===== src/rtl/alu_op_sequencer_pkg.sv =====
// Shared ALU definitions: opcode encodings and sequencer FSM state encodings,
// also used by the downstream ALU control decoder.
package alu_op_sequencer_pkg;

  localparam int OP_W = 3;

  typedef enum logic [OP_W-1:0] {
    OP_ADD     = 3'b000,
    OP_SUB     = 3'b001,
    OP_SRA     = 3'b010,
    OP_SRL     = 3'b011,
    OP_SLL     = 3'b100,
    OP_AND     = 3'b101,
    OP_OR      = 3'b110,
    OP_ILLEGAL = 3'b111
  } alu_op_e;

  typedef enum logic [1:0] {
    ST_IDLE  = 2'd0,
    ST_ISSUE = 2'd1,
    ST_RESP  = 2'd2
  } seq_state_e;

  function automatic logic is_legal_op(input logic [OP_W-1:0] op);
    return op != OP_ILLEGAL;
  endfunction

endpackage


===== src/rtl/alu_op_sequencer_if.sv =====
// Command, ALU-drive and result handshake signals of the ALU op sequencer.
interface alu_op_sequencer_if #(
  parameter int WIDTH = 32
);
  logic             cmd_valid;
  logic             cmd_ready;
  logic [2:0]       cmd_op;
  logic [WIDTH-1:0] cmd_a;
  logic [WIDTH-1:0] cmd_b;
  logic [2:0]       op;
  logic [WIDTH-1:0] alu_a;
  logic [WIDTH-1:0] alu_b;
  logic [WIDTH-1:0] alu_y;
  logic             res_valid;
  logic             res_ready;
  logic [WIDTH-1:0] res_data;
  logic             res_err;

  modport slave (
    input  cmd_valid, cmd_op, cmd_a, cmd_b, alu_y, res_ready,
    output cmd_ready, op, alu_a, alu_b, res_valid, res_data, res_err
  );

  modport master (
    output cmd_valid, cmd_op, cmd_a, cmd_b, alu_y, res_ready,
    input  cmd_ready, op, alu_a, alu_b, res_valid, res_data, res_err
  );
endinterface


===== src/rtl/alu_cmd_fifo.sv =====
// Command FIFO: DEPTH entries (power of two), head visible combinationally
// so the sequencer can decode the opcode in the same cycle it pops.
module alu_cmd_fifo #(
  parameter int WIDTH = 8,
  parameter int DEPTH = 4
) (
  input  logic                   clk,
  input  logic                   rst_n,
  input  logic                   push,
  input  logic [WIDTH-1:0]       push_data,
  input  logic                   pop,
  output logic [WIDTH-1:0]       pop_data,
  output logic                   full,
  output logic                   empty,
  output logic [$clog2(DEPTH):0] count
);
  localparam int PTR_W = $clog2(DEPTH);
  localparam int CNT_W = PTR_W + 1;

  logic [WIDTH-1:0] mem [DEPTH];
  logic [PTR_W-1:0] wr_ptr_reg;
  logic [PTR_W-1:0] rd_ptr_reg;
  logic [CNT_W-1:0] count_reg;
  logic             push_ok;
  logic             pop_ok;

  assign full     = (count_reg == CNT_W'(DEPTH));
  assign empty    = (count_reg == '0);
  assign count    = count_reg;
  assign push_ok  = push & ~full;
  assign pop_ok   = pop & ~empty;
  assign pop_data = mem[rd_ptr_reg];

  always_ff @(posedge clk) begin
    if (push_ok) begin
      mem[wr_ptr_reg] <= push_data;
    end
  end

  // Pointers wrap naturally because DEPTH is a power of two.
  always_ff @(posedge clk or negedge rst_n) begin
    if (!rst_n) begin
      wr_ptr_reg <= '0;
      rd_ptr_reg <= '0;
      count_reg  <= '0;
    end else begin
      if (push_ok) begin
        wr_ptr_reg <= wr_ptr_reg + PTR_W'(1);
      end
      if (pop_ok) begin
        rd_ptr_reg <= rd_ptr_reg + PTR_W'(1);
      end
      if (push_ok && !pop_ok) begin
        count_reg <= count_reg + CNT_W'(1);
      end else if (pop_ok && !push_ok) begin
        count_reg <= count_reg - CNT_W'(1);
      end
    end
  end

endmodule


===== src/rtl/alu_op_sequencer.sv =====
// Queues ALU commands, issues them one at a time to an external combinational
// ALU and returns results in order over a valid/ready handshake.
module alu_op_sequencer
  import alu_op_sequencer_pkg::*;
#(
  parameter int WIDTH = 32,
  parameter int DEPTH = 4
) (
  input logic               clk,
  input logic               rst_n,
  alu_op_sequencer_if.slave bus
);
  localparam int ENTRY_W = OP_W + 2 * WIDTH;
  localparam int CNT_W   = $clog2(DEPTH) + 1;

  logic [ENTRY_W-1:0] head_entry;
  logic [OP_W-1:0]    head_op;
  logic [WIDTH-1:0]   head_a;
  logic [WIDTH-1:0]   head_b;
  logic               fifo_push;
  logic               fifo_pop;
  logic               fifo_full;
  logic               fifo_empty;
  logic [CNT_W-1:0]   fifo_count;

  seq_state_e       state_reg,     state_next;
  logic [OP_W-1:0]  op_reg,        op_next;
  logic [WIDTH-1:0] alu_a_reg,     alu_a_next;
  logic [WIDTH-1:0] alu_b_reg,     alu_b_next;
  logic             res_valid_reg, res_valid_next;
  logic [WIDTH-1:0] res_data_reg,  res_data_next;
  logic             res_err_reg,   res_err_next;

  assign fifo_push = bus.cmd_valid & ~fifo_full;

  alu_cmd_fifo #(
    .WIDTH (ENTRY_W),
    .DEPTH (DEPTH)
  ) u_cmd_fifo (
    .clk       (clk),
    .rst_n     (rst_n),
    .push      (fifo_push),
    .push_data ({bus.cmd_op, bus.cmd_a, bus.cmd_b}),
    .pop       (fifo_pop),
    .pop_data  (head_entry),
    .full      (fifo_full),
    .empty     (fifo_empty),
    .count     (fifo_count)
  );

  assign head_op = head_entry[ENTRY_W-1 -: OP_W];
  assign head_a  = head_entry[2*WIDTH-1 -: WIDTH];
  assign head_b  = head_entry[WIDTH-1:0];

  // Ready is held low throughout reset, then follows the registered occupancy.
  assign bus.cmd_ready = rst_n && (fifo_count != CNT_W'(DEPTH));
  assign bus.op        = op_reg;
  assign bus.alu_a     = alu_a_reg;
  assign bus.alu_b     = alu_b_reg;
  assign bus.res_valid = res_valid_reg;
  assign bus.res_data  = res_data_reg;
  assign bus.res_err   = res_err_reg;

  always_comb begin
    state_next     = state_reg;
    op_next        = op_reg;
    alu_a_next     = alu_a_reg;
    alu_b_next     = alu_b_reg;
    res_valid_next = res_valid_reg;
    res_data_next  = res_data_reg;
    res_err_next   = res_err_reg;
    fifo_pop       = 1'b0;
    case (state_reg)
      ST_IDLE: begin
        if (!fifo_empty) begin
          fifo_pop = 1'b1;
          if (is_legal_op(head_op)) begin
            op_next    = head_op;
            alu_a_next = head_a;
            alu_b_next = head_b;
            state_next = ST_ISSUE;
          end else begin
            // Illegal opcodes never reach the ALU; answer straight away.
            res_data_next  = '0;
            res_err_next   = 1'b1;
            res_valid_next = 1'b1;
            state_next     = ST_RESP;
          end
        end
      end
      ST_ISSUE: begin
        res_data_next  = bus.alu_y;
        res_err_next   = 1'b0;
        res_valid_next = 1'b1;
        state_next     = ST_RESP;
      end
      ST_RESP: begin
        if (bus.res_ready) begin
          res_valid_next = 1'b0;
          state_next     = ST_IDLE;
        end
      end
      default: begin
        state_next = ST_IDLE;
      end
    endcase
  end

  always_ff @(posedge clk or negedge rst_n) begin
    if (!rst_n) begin
      state_reg     <= ST_IDLE;
      op_reg        <= OP_ADD;
      alu_a_reg     <= '0;
      alu_b_reg     <= '0;
      res_valid_reg <= 1'b0;
      res_data_reg  <= '0;
      res_err_reg   <= 1'b0;
    end else begin
      state_reg     <= state_next;
      op_reg        <= op_next;
      alu_a_reg     <= alu_a_next;
      alu_b_reg     <= alu_b_next;
      res_valid_reg <= res_valid_next;
      res_data_reg  <= res_data_next;
      res_err_reg   <= res_err_next;
    end
  end

endmodule


===== src/flat_wrapper.sv =====
// flat-port wrapper written by rule: the top's interface ports become plain ports
module alu_op_sequencer_flat import alu_op_sequencer_pkg::*;
#(
  parameter int WIDTH = 32,
  parameter int DEPTH = 4
)
  (clk, rst_n, bus_cmd_valid, bus_cmd_op, bus_cmd_a, bus_cmd_b, bus_alu_y, bus_res_ready, bus_cmd_ready, bus_op, bus_alu_a, bus_alu_b, bus_res_valid, bus_res_data, bus_res_err);
  alu_op_sequencer_if #(.WIDTH(WIDTH)) bus_i ();
  input logic clk;
  input logic rst_n;
  input wire logic [$bits(bus_i.cmd_valid)-1:0] bus_cmd_valid;
  input wire logic [$bits(bus_i.cmd_op)-1:0] bus_cmd_op;
  input wire logic [$bits(bus_i.cmd_a)-1:0] bus_cmd_a;
  input wire logic [$bits(bus_i.cmd_b)-1:0] bus_cmd_b;
  input wire logic [$bits(bus_i.alu_y)-1:0] bus_alu_y;
  input wire logic [$bits(bus_i.res_ready)-1:0] bus_res_ready;
  output wire logic [$bits(bus_i.cmd_ready)-1:0] bus_cmd_ready;
  output wire logic [$bits(bus_i.op)-1:0] bus_op;
  output wire logic [$bits(bus_i.alu_a)-1:0] bus_alu_a;
  output wire logic [$bits(bus_i.alu_b)-1:0] bus_alu_b;
  output wire logic [$bits(bus_i.res_valid)-1:0] bus_res_valid;
  output wire logic [$bits(bus_i.res_data)-1:0] bus_res_data;
  output wire logic [$bits(bus_i.res_err)-1:0] bus_res_err;
  assign bus_i.cmd_valid = bus_cmd_valid;
  assign bus_i.cmd_op = bus_cmd_op;
  assign bus_i.cmd_a = bus_cmd_a;
  assign bus_i.cmd_b = bus_cmd_b;
  assign bus_i.alu_y = bus_alu_y;
  assign bus_i.res_ready = bus_res_ready;
  assign bus_cmd_ready = bus_i.cmd_ready;
  assign bus_op = bus_i.op;
  assign bus_alu_a = bus_i.alu_a;
  assign bus_alu_b = bus_i.alu_b;
  assign bus_res_valid = bus_i.res_valid;
  assign bus_res_data = bus_i.res_data;
  assign bus_res_err = bus_i.res_err;
  alu_op_sequencer #(.WIDTH(WIDTH), .DEPTH(DEPTH)) u_core (.clk(clk), .rst_n(rst_n), .bus(bus_i));
endmodule

===== config.mk =====
export PLATFORM = sky130hd
export DESIGN_NAME = alu_op_sequencer_flat
export DESIGN_NICKNAME = d
export VERILOG_FILES = /design/src/rtl/alu_op_sequencer_pkg.sv /design/src/rtl/alu_op_sequencer_if.sv /design/src/rtl/alu_cmd_fifo.sv /design/src/rtl/alu_op_sequencer.sv /design/src/flat_wrapper.sv
export SDC_FILE = /design/constraint.sdc
export NUM_CORES = 1
export LEC_CHECK = 0
export CAP_MARGIN = 20
export CORE_ASPECT_RATIO = 1.75
export CORE_MARGIN = 1.5
export CORE_UTILIZATION = 30
export CTS_CLUSTER_SIZE = 12
export DETAILED_ROUTE_END_ITERATION = 8
export PLACE_DENSITY = 0.62
export SYNTH_ARGS = -nofsm -noshare
export SYNTH_HDL_FRONTEND = slang
export SYNTH_SLANG_ARGS = --single-unit

===== constraint.sdc =====
create_clock -name clk -period 3 [get_ports clk]
set_clock_uncertainty 0.05 [all_clocks]
set_input_delay 0.45 -clock clk [delete_from_list [all_inputs] [get_ports clk]]
set_output_delay 0.45 -clock clk [all_outputs]
set_load 0.02 [all_outputs]

* Yosys cells after proc, flatten, opt, wreduce, memory -nomap -nowiden
Memories as Yosys holds them, arrays and structs flattened. Cells that the tools add are included.
Word-level totals: flip-flop bits (word level) 110, memory bits (writable) 268, bits of input ports 103, output and inout port bits 102, word-level logic and storage cells 60, memories 1
Memory list:
- u_core.u_cmd_fifo.mem | depth 4, width 67, rd ports 1, clocked after memory_dff 0, wr ports 1, RTL line alu_cmd_fifo.sv:20 | logic [WIDTH-1:0] mem [DEPTH];
Cells by class: add/sub/neg operators 4, equality and inequality tests 8, muxes and demuxes 18, bitwise gates (word level) 5, reduce and logical (&&, ||, !) cells 14
Operator list (count):
- 32-bit 2-to-1 mux | 2
- 32-bit case mux with 2 select lines | 1
- 1-bit 2-to-1 mux | 7
- 2-bit 2-to-1 mux | 3
- 3-bit 2-to-1 mux | 2
- 2-bit != test, second input constant | 3
- 3-bit != test, second input constant | 2
- 2-bit case mux with 3 select lines | 1
- 3-bit AND reduction | 2
- 2-bit by 1-bit adder with 2-bit output, second input constant | 2
- 4-bit AND reduction | 1
- 2-bit nonzero test | 2
- 3-bit by 1-bit adder with 3-bit output, second input constant | 1
- 1-bit AND | 3
- 3-bit == test, second input constant | 1
- 1-bit logical AND | 3
- 3-bit logical NOT | 1
- 1-bit case mux with 3 select lines | 1
- 3-bit nonzero test | 1
- 3-bit by 1-bit subtractor with 3-bit output, second input constant | 1
- 2-bit by 1-bit == test with 1-bit output, second input constant | 1
- 2-bit == test, second input constant | 1
- 1-bit logical NOT | 2
- 2-bit logical NOT | 1
- 3 further kinds | 4

* Logic depth before layout (Yosys ltp)
depth after elaboration 8, gate-level depth with buffers 10, gate-level depth less buffers 9

* Hierarchy
From an unflattened synthesis, not the netlist that was laid out.
Second synthesis, totals: cells, all modules 630, area total of the unflattened synthesis 14010.9 µm²
Modules (own cells, without submodules):
- alu_cmd_fifo | instances 1, cells an instance 387, area each 10094.7 µm², sequential area each 8222.9 µm²
- alu_op_sequencer | instances 1, cells an instance 243, area each 3916.3 µm², sequential area each 2577.5 µm²

* Least setup slack after synthesis
Ideal clock, no wire load.
kind register to register, start register u_core.u_cmd_fifo.count_reg[0], in the netlist u_core.u_cmd_fifo.count[0], end memory u_core.u_cmd_fifo.mem[2][0] in the netlist's numbering, enable pin, library setup time 432 ps, arrival 2468 ps, required time 2518 ps, path slack 50 ps, cell stages (with the launch flop) 4, buffers on the path 0, clock period less this slack 2950 ps, cell sequence dfrtp_1 nor2_1 a21boi_1 and2_1
On the way: cells in the longest elaborated chain, start to end 6
Ends and longest elaborated chain:
- from (decl) | RTL line alu_cmd_fifo.sv:23 | logic [CNT_W-1:0] count_reg;
- from (signal assigned) | RTL line alu_cmd_fifo.sv:54 | count_reg <= count_reg + CNT_W'(1);
- from (signal assigned) | RTL line alu_cmd_fifo.sv:56 | count_reg <= count_reg - CNT_W'(1);
- 3-bit == test * | RTL line alu_cmd_fifo.sv:27 | assign full = (count_reg == CNT_W'(DEPTH));
- 1-bit inverter * | RTL line alu_cmd_fifo.sv:30, alu_op_sequencer.sv:34
- 1-bit AND | RTL line alu_op_sequencer.sv:34 | assign fifo_push = bus.cmd_valid & ~fifo_full;
- 1-bit AND * | RTL line alu_cmd_fifo.sv:30 | assign push_ok = push & ~full;
- net u_core.u_cmd_fifo.push_ok | RTL line alu_cmd_fifo.sv:24 | logic push_ok;
- 1-bit 2-to-1 mux * | RTL line alu_cmd_fifo.sv:35 | if (push_ok) begin
- 1-bit 2-to-1 mux (not written as such) * | RTL line alu_cmd_fifo.sv:36 | mem[wr_ptr_reg] <= push_data;
- to (decl) | RTL line alu_cmd_fifo.sv:20
Mark *: on every way through the listed nets, which the timed path passes. The rest lies on a longest branch.

* Worst setup path after layout
start register u_core.u_cmd_fifo.rd_ptr_reg[0], end register u_core.alu_b_reg[3], in the netlist u_core.bus.alu_b[3]
On the way: cells in the longest elaborated chain, start to end 3
Ends and longest elaborated chain:
- from (decl) | RTL line alu_cmd_fifo.sv:22 | logic [PTR_W-1:0] rd_ptr_reg;
- from (signal assigned) | RTL line alu_cmd_fifo.sv:51 | rd_ptr_reg <= rd_ptr_reg + PTR_W'(1);
- memory 4 x 67 bit *
- 3-bit != test | RTL line alu_op_sequencer_pkg.sv:25 | return op != OP_ILLEGAL;
- 3-bit AND reduction (no source line)
- to (signal assigned) | RTL line alu_op_sequencer.sv:122 | alu_b_reg <= alu_b_next;
- to (decl) | RTL line alu_op_sequencer.sv:29 | logic [WIDTH-1:0] alu_b_reg, alu_b_next;
Every way passes the cells marked *; elsewhere a longest branch is shown, timed or not. A chain may end at the register's enable or synchronous reset.

==> results.md <==
* Worst IR drop on VDD at 0.0009511 V
* Hold Path Class: input pin to async pin
* Power density over the cells at 1127 nW/µm²
* # H-tree levels at 2
* Most frequently used flop master after synthesis: sky130_fd_sc_hd__edfxtp_1
* Cts-stage hold buffer count at 0
* Nets@finish at 1,194
* Total setup violations reported at the end of the flow at 0
* CTS tree: yes
* Number of flops mapped to enable cells by yosys at 268
* Number of instances in the synthesized netlist at 899
* Core Footprint at 49,730 µm²
* Register bank with the most flops: u_core.u_cmd_fifo.mem
* Starting density of the core at 0.3050
* Post-synth top area cell: sky130_fd_sc_hd__edfxtp_1
* Max-slew violation count at 0
* Root buffer cell: sky130_fd_sc_hd__clkbuf_16
* Buffers and inverters on the worst path at 1
* Critical path's slowest cell: sky130_fd_sc_hd__and3_4
* Unique masters post-synth at 36
* Portion of synthesized cell area occupied by the leading cell type at 0.5307
* Critical path data required time at 3.34 ns
* Wire length on met2 at 21.64 mm
* Total half-perimeter wirelength after legalization and detailed placement at 23.31 mm
* Cell area after technology mapping at 15,160 µm²
* Chip width at 173.0 µm
* Std-Cell Rows at 108
* CTS Sinks at 378
* Adder-Cell Fraction of Synth Area at 0.005446
* Top delay family on crit path: simple AND/OR/NAND/NOR gates
* Number of antenna violations at the first check in global routing at 5
* Synth Net Count at 1,008
* RePlAce Congestion at 0.7626
* Aggregate global routing overflow at 0
* Xor and xnor fraction of the mapped netlist area at 0.003465
* Detailed-route DRC error count at 0
* Post-detailed-route count of antenna-violating nets at 0
* Crit Path Category: flop to flop
* Placement Setup Slack at 0.5860 ns
* Final period util at 0.8117
* Fraction of registers with async set or reset after synthesis at 0.2910
* Setup TNS at 0 ns
* Postcts setup bufs at 0
* Skew-Pair Late Insertion Delay at 0.54 ns
* Top routing layer used: met5
* Relative area change from synthesis to final layout at 26.88%
* Worst path arrival time at 2.78 ns
* Die Y at 300.4 µm
* Clock slew seen by the registers of the worst setup and hold paths at 0.06 ns
* Number of synthesized register bits at 378
* Maximum clock rate at 410.7 MHz
* Via count of the first global-routing pass at 9,691
* Most frequently used cell type in the post-synthesis netlist: sky130_fd_sc_hd__edfxtp_1
* Multiplexer fraction of the synthesized cell area at 0.1221
* Number of maximum-capacitance constraint violations at 0
* Top cell types by occurrence after synthesis: 268 x sky130_fd_sc_hd__edfxtp_1, 110 x sky130_fd_sc_hd__dfrtp_1, 67 x sky130_fd_sc_hd__mux4_2
* Gr usage total at 0.1544
* Min cycle time layout at 2.435 ns
* Dominant combinational cell family by area after synthesis: multiplexers
* Number of instances resized during post-cts repair at 0
* Post-Synth Simple-Gate Area at 0.05421
* DR WL/cell at 22.47 µm
* Final hold violations at 0
* Met3 routed wirelength at 2.207 mm
* Met1 Routed Length at 14.87 mm
* Top area cells in the synthesized netlist: sky130_fd_sc_hd__edfxtp_1 53%, sky130_fd_sc_hd__dfrtp_1 18%, sky130_fd_sc_hd__mux4_2 10%, sky130_fd_sc_hd__o211ai_1 3.2%, sky130_fd_sc_hd__nand4_1 2.6%
* Status: complete, no violations
* Area of the die at 51,960 µm²
* Avg Vias per Cell at 5.107
* Compound-Gate Fraction of Synth Area at 0.07715
* Startpoint type of the worst setup path: flop
* YS warnings at 0
* Max Buffers Root-to-Sink at 3
* Maximum fanout along the worst path at 61
* Share of cells above drive strength 1 at 0.1649
* Crit path cell chain: mux4_4 -> and3_4 -> buf_12 -> o211ai_1
* Number of buffers inserted by port buffering at 204
* Sequential fraction of the synthesis area at 0.7122
* First drt pass iteration count at 6
* Number of I/O pins at 205
* Final wirelength at 39.98 mm
* CP Capture Type: flop
* Max_slew headroom at 0.3143
* Final setup margin at 0.5649 ns
* Transition time of the tightest slew-check pin at 1.029 ns
* Largest stage delay on the critical path at 0.78 ns
* Unrepaired setup endpoints after global routing: no
* Mean cell area of the mapped netlist at 16.87 µm²
* Reg2Reg Setup Slack at 0.56 ns
* Number of clock buffers inserted by TritonCTS at 39
* Wire length of the first global-routing pass at 60.79 mm
* Pin count of the biggest net entering global routing at 111
* Leakage at 0.006511 µW
* Starting DRC count in detailed routing at 636
* Via Count at 9,086
* Max FFs per register at 268
kinds of logic after synthesis:
kind of cell / Yosys count
fa+ha+maj: 6
simple gates: 148
flops: 378
mux: 101
compound gates: 173
xor+xnor: 6
buf+inv: 87
layout make-up:
type	instances	area (µm²)
timing repair buffer	228	2374
fill	4652	30490
multi-input combinational	434	4025
tap	660	825.8
sequential	378	10810
clock buffer	64	1101
clock inverter	8	85.08
inverter	4	15.01
antenna	3	7.507
metal layers:
| metal | GRT usage | vias up |
|---|---|---|
| met2 | 0.2885 | 347 |
| met4 | 0.06170 | 4 |
| met5 | 0 | - |
| met1 | 0.1728 | 4678 |
| li1 | - | 3992 |
| met3 | 0.02765 | 65 |
per-stage QoR:
step                      cell area, µm²  hold WS (ns)  total power (µW)  cells  utilization
after floorplan                    15160        0.1044             13660    899            -
after CTS                          19230       0.01490             22010   1776       0.3868
after global placement             18050        0.4269             17150   1704       0.3629
final                              19240      0.004286             21680   1779       0.3869
after detailed placement           18050        0.4424             17380   1704       0.3629
after global routing               19240       0.03195             22850   1779       0.3869
cell usage in the layout, fill, tap and decap left out, types with 2 or more instances in the layout:
cell                              synthesis  routed
sky130_fd_sc_hd__a211oi_1                 3       3
sky130_fd_sc_hd__a21boi_0                 3       3
sky130_fd_sc_hd__a21oi_1                  3       3
sky130_fd_sc_hd__a21oi_2                 29      29
sky130_fd_sc_hd__and2_4                   0       4
sky130_fd_sc_hd__buf_12                   0      12
sky130_fd_sc_hd__buf_4                    2      12
sky130_fd_sc_hd__clkbuf_1                52      23
sky130_fd_sc_hd__clkbuf_16                0      40
sky130_fd_sc_hd__clkdlybuf4s50_1          0     203
sky130_fd_sc_hd__clkinv_1                 1       2
sky130_fd_sc_hd__clkinv_2                 0       2
sky130_fd_sc_hd__dfrtp_1                110     108
sky130_fd_sc_hd__dfrtp_4                  0       2
sky130_fd_sc_hd__diode_2                  0       3
sky130_fd_sc_hd__edfxtp_1               268     268
sky130_fd_sc_hd__ha_1                     5       5
sky130_fd_sc_hd__inv_1                    3       3
sky130_fd_sc_hd__inv_6                    0       2
sky130_fd_sc_hd__mux2_2                   2       2
sky130_fd_sc_hd__mux2i_1                 32      32
sky130_fd_sc_hd__mux4_2                  67      64
sky130_fd_sc_hd__mux4_4                   0       3
sky130_fd_sc_hd__nand3_1                 66      66
sky130_fd_sc_hd__nand4_1                 64      64
sky130_fd_sc_hd__nor2_1                   7       5
sky130_fd_sc_hd__nor2_4                   0       2
sky130_fd_sc_hd__o211ai_1                64      64
sky130_fd_sc_hd__o21ai_0                 65      65
sky130_fd_sc_hd__o22a_1                   3       3
sky130_fd_sc_hd__xnor2_1                  4       4
sky130_fd_sc_hd__xor2_1                   2       2
final timing paths:
| path | from | to | depth (start not counted) |
|---|---|---|---|
| worst max-delay path | u_core.u_cmd_fifo.rd_ptr_reg[0] | u_core.bus.alu_b[3] | 4 |
| worst min-delay path | rst_n | u_core.bus.alu_b[22] | 2 |
| worst max register to register | u_core.u_cmd_fifo.rd_ptr_reg[0] | u_core.bus.alu_b[3] | 4 |
| worst min register to register | u_core.bus.op[0] | u_core.bus.op[0] | 1 |
| max in group asynchronous | rst_n | u_core.bus.alu_a[25] | 2 |
| min in group clk | u_core.bus.op[0] | u_core.bus.op[0] | 1 |
power breakdown:
part	switching (µW)	total (µW)	internal (µW)
combinational	5350	9100	3750
clock	1970	4580	2610
sequential	766	8010	7240
total	8090	21700	13600
No activity file was read; power rests on OpenSTA's default activity.
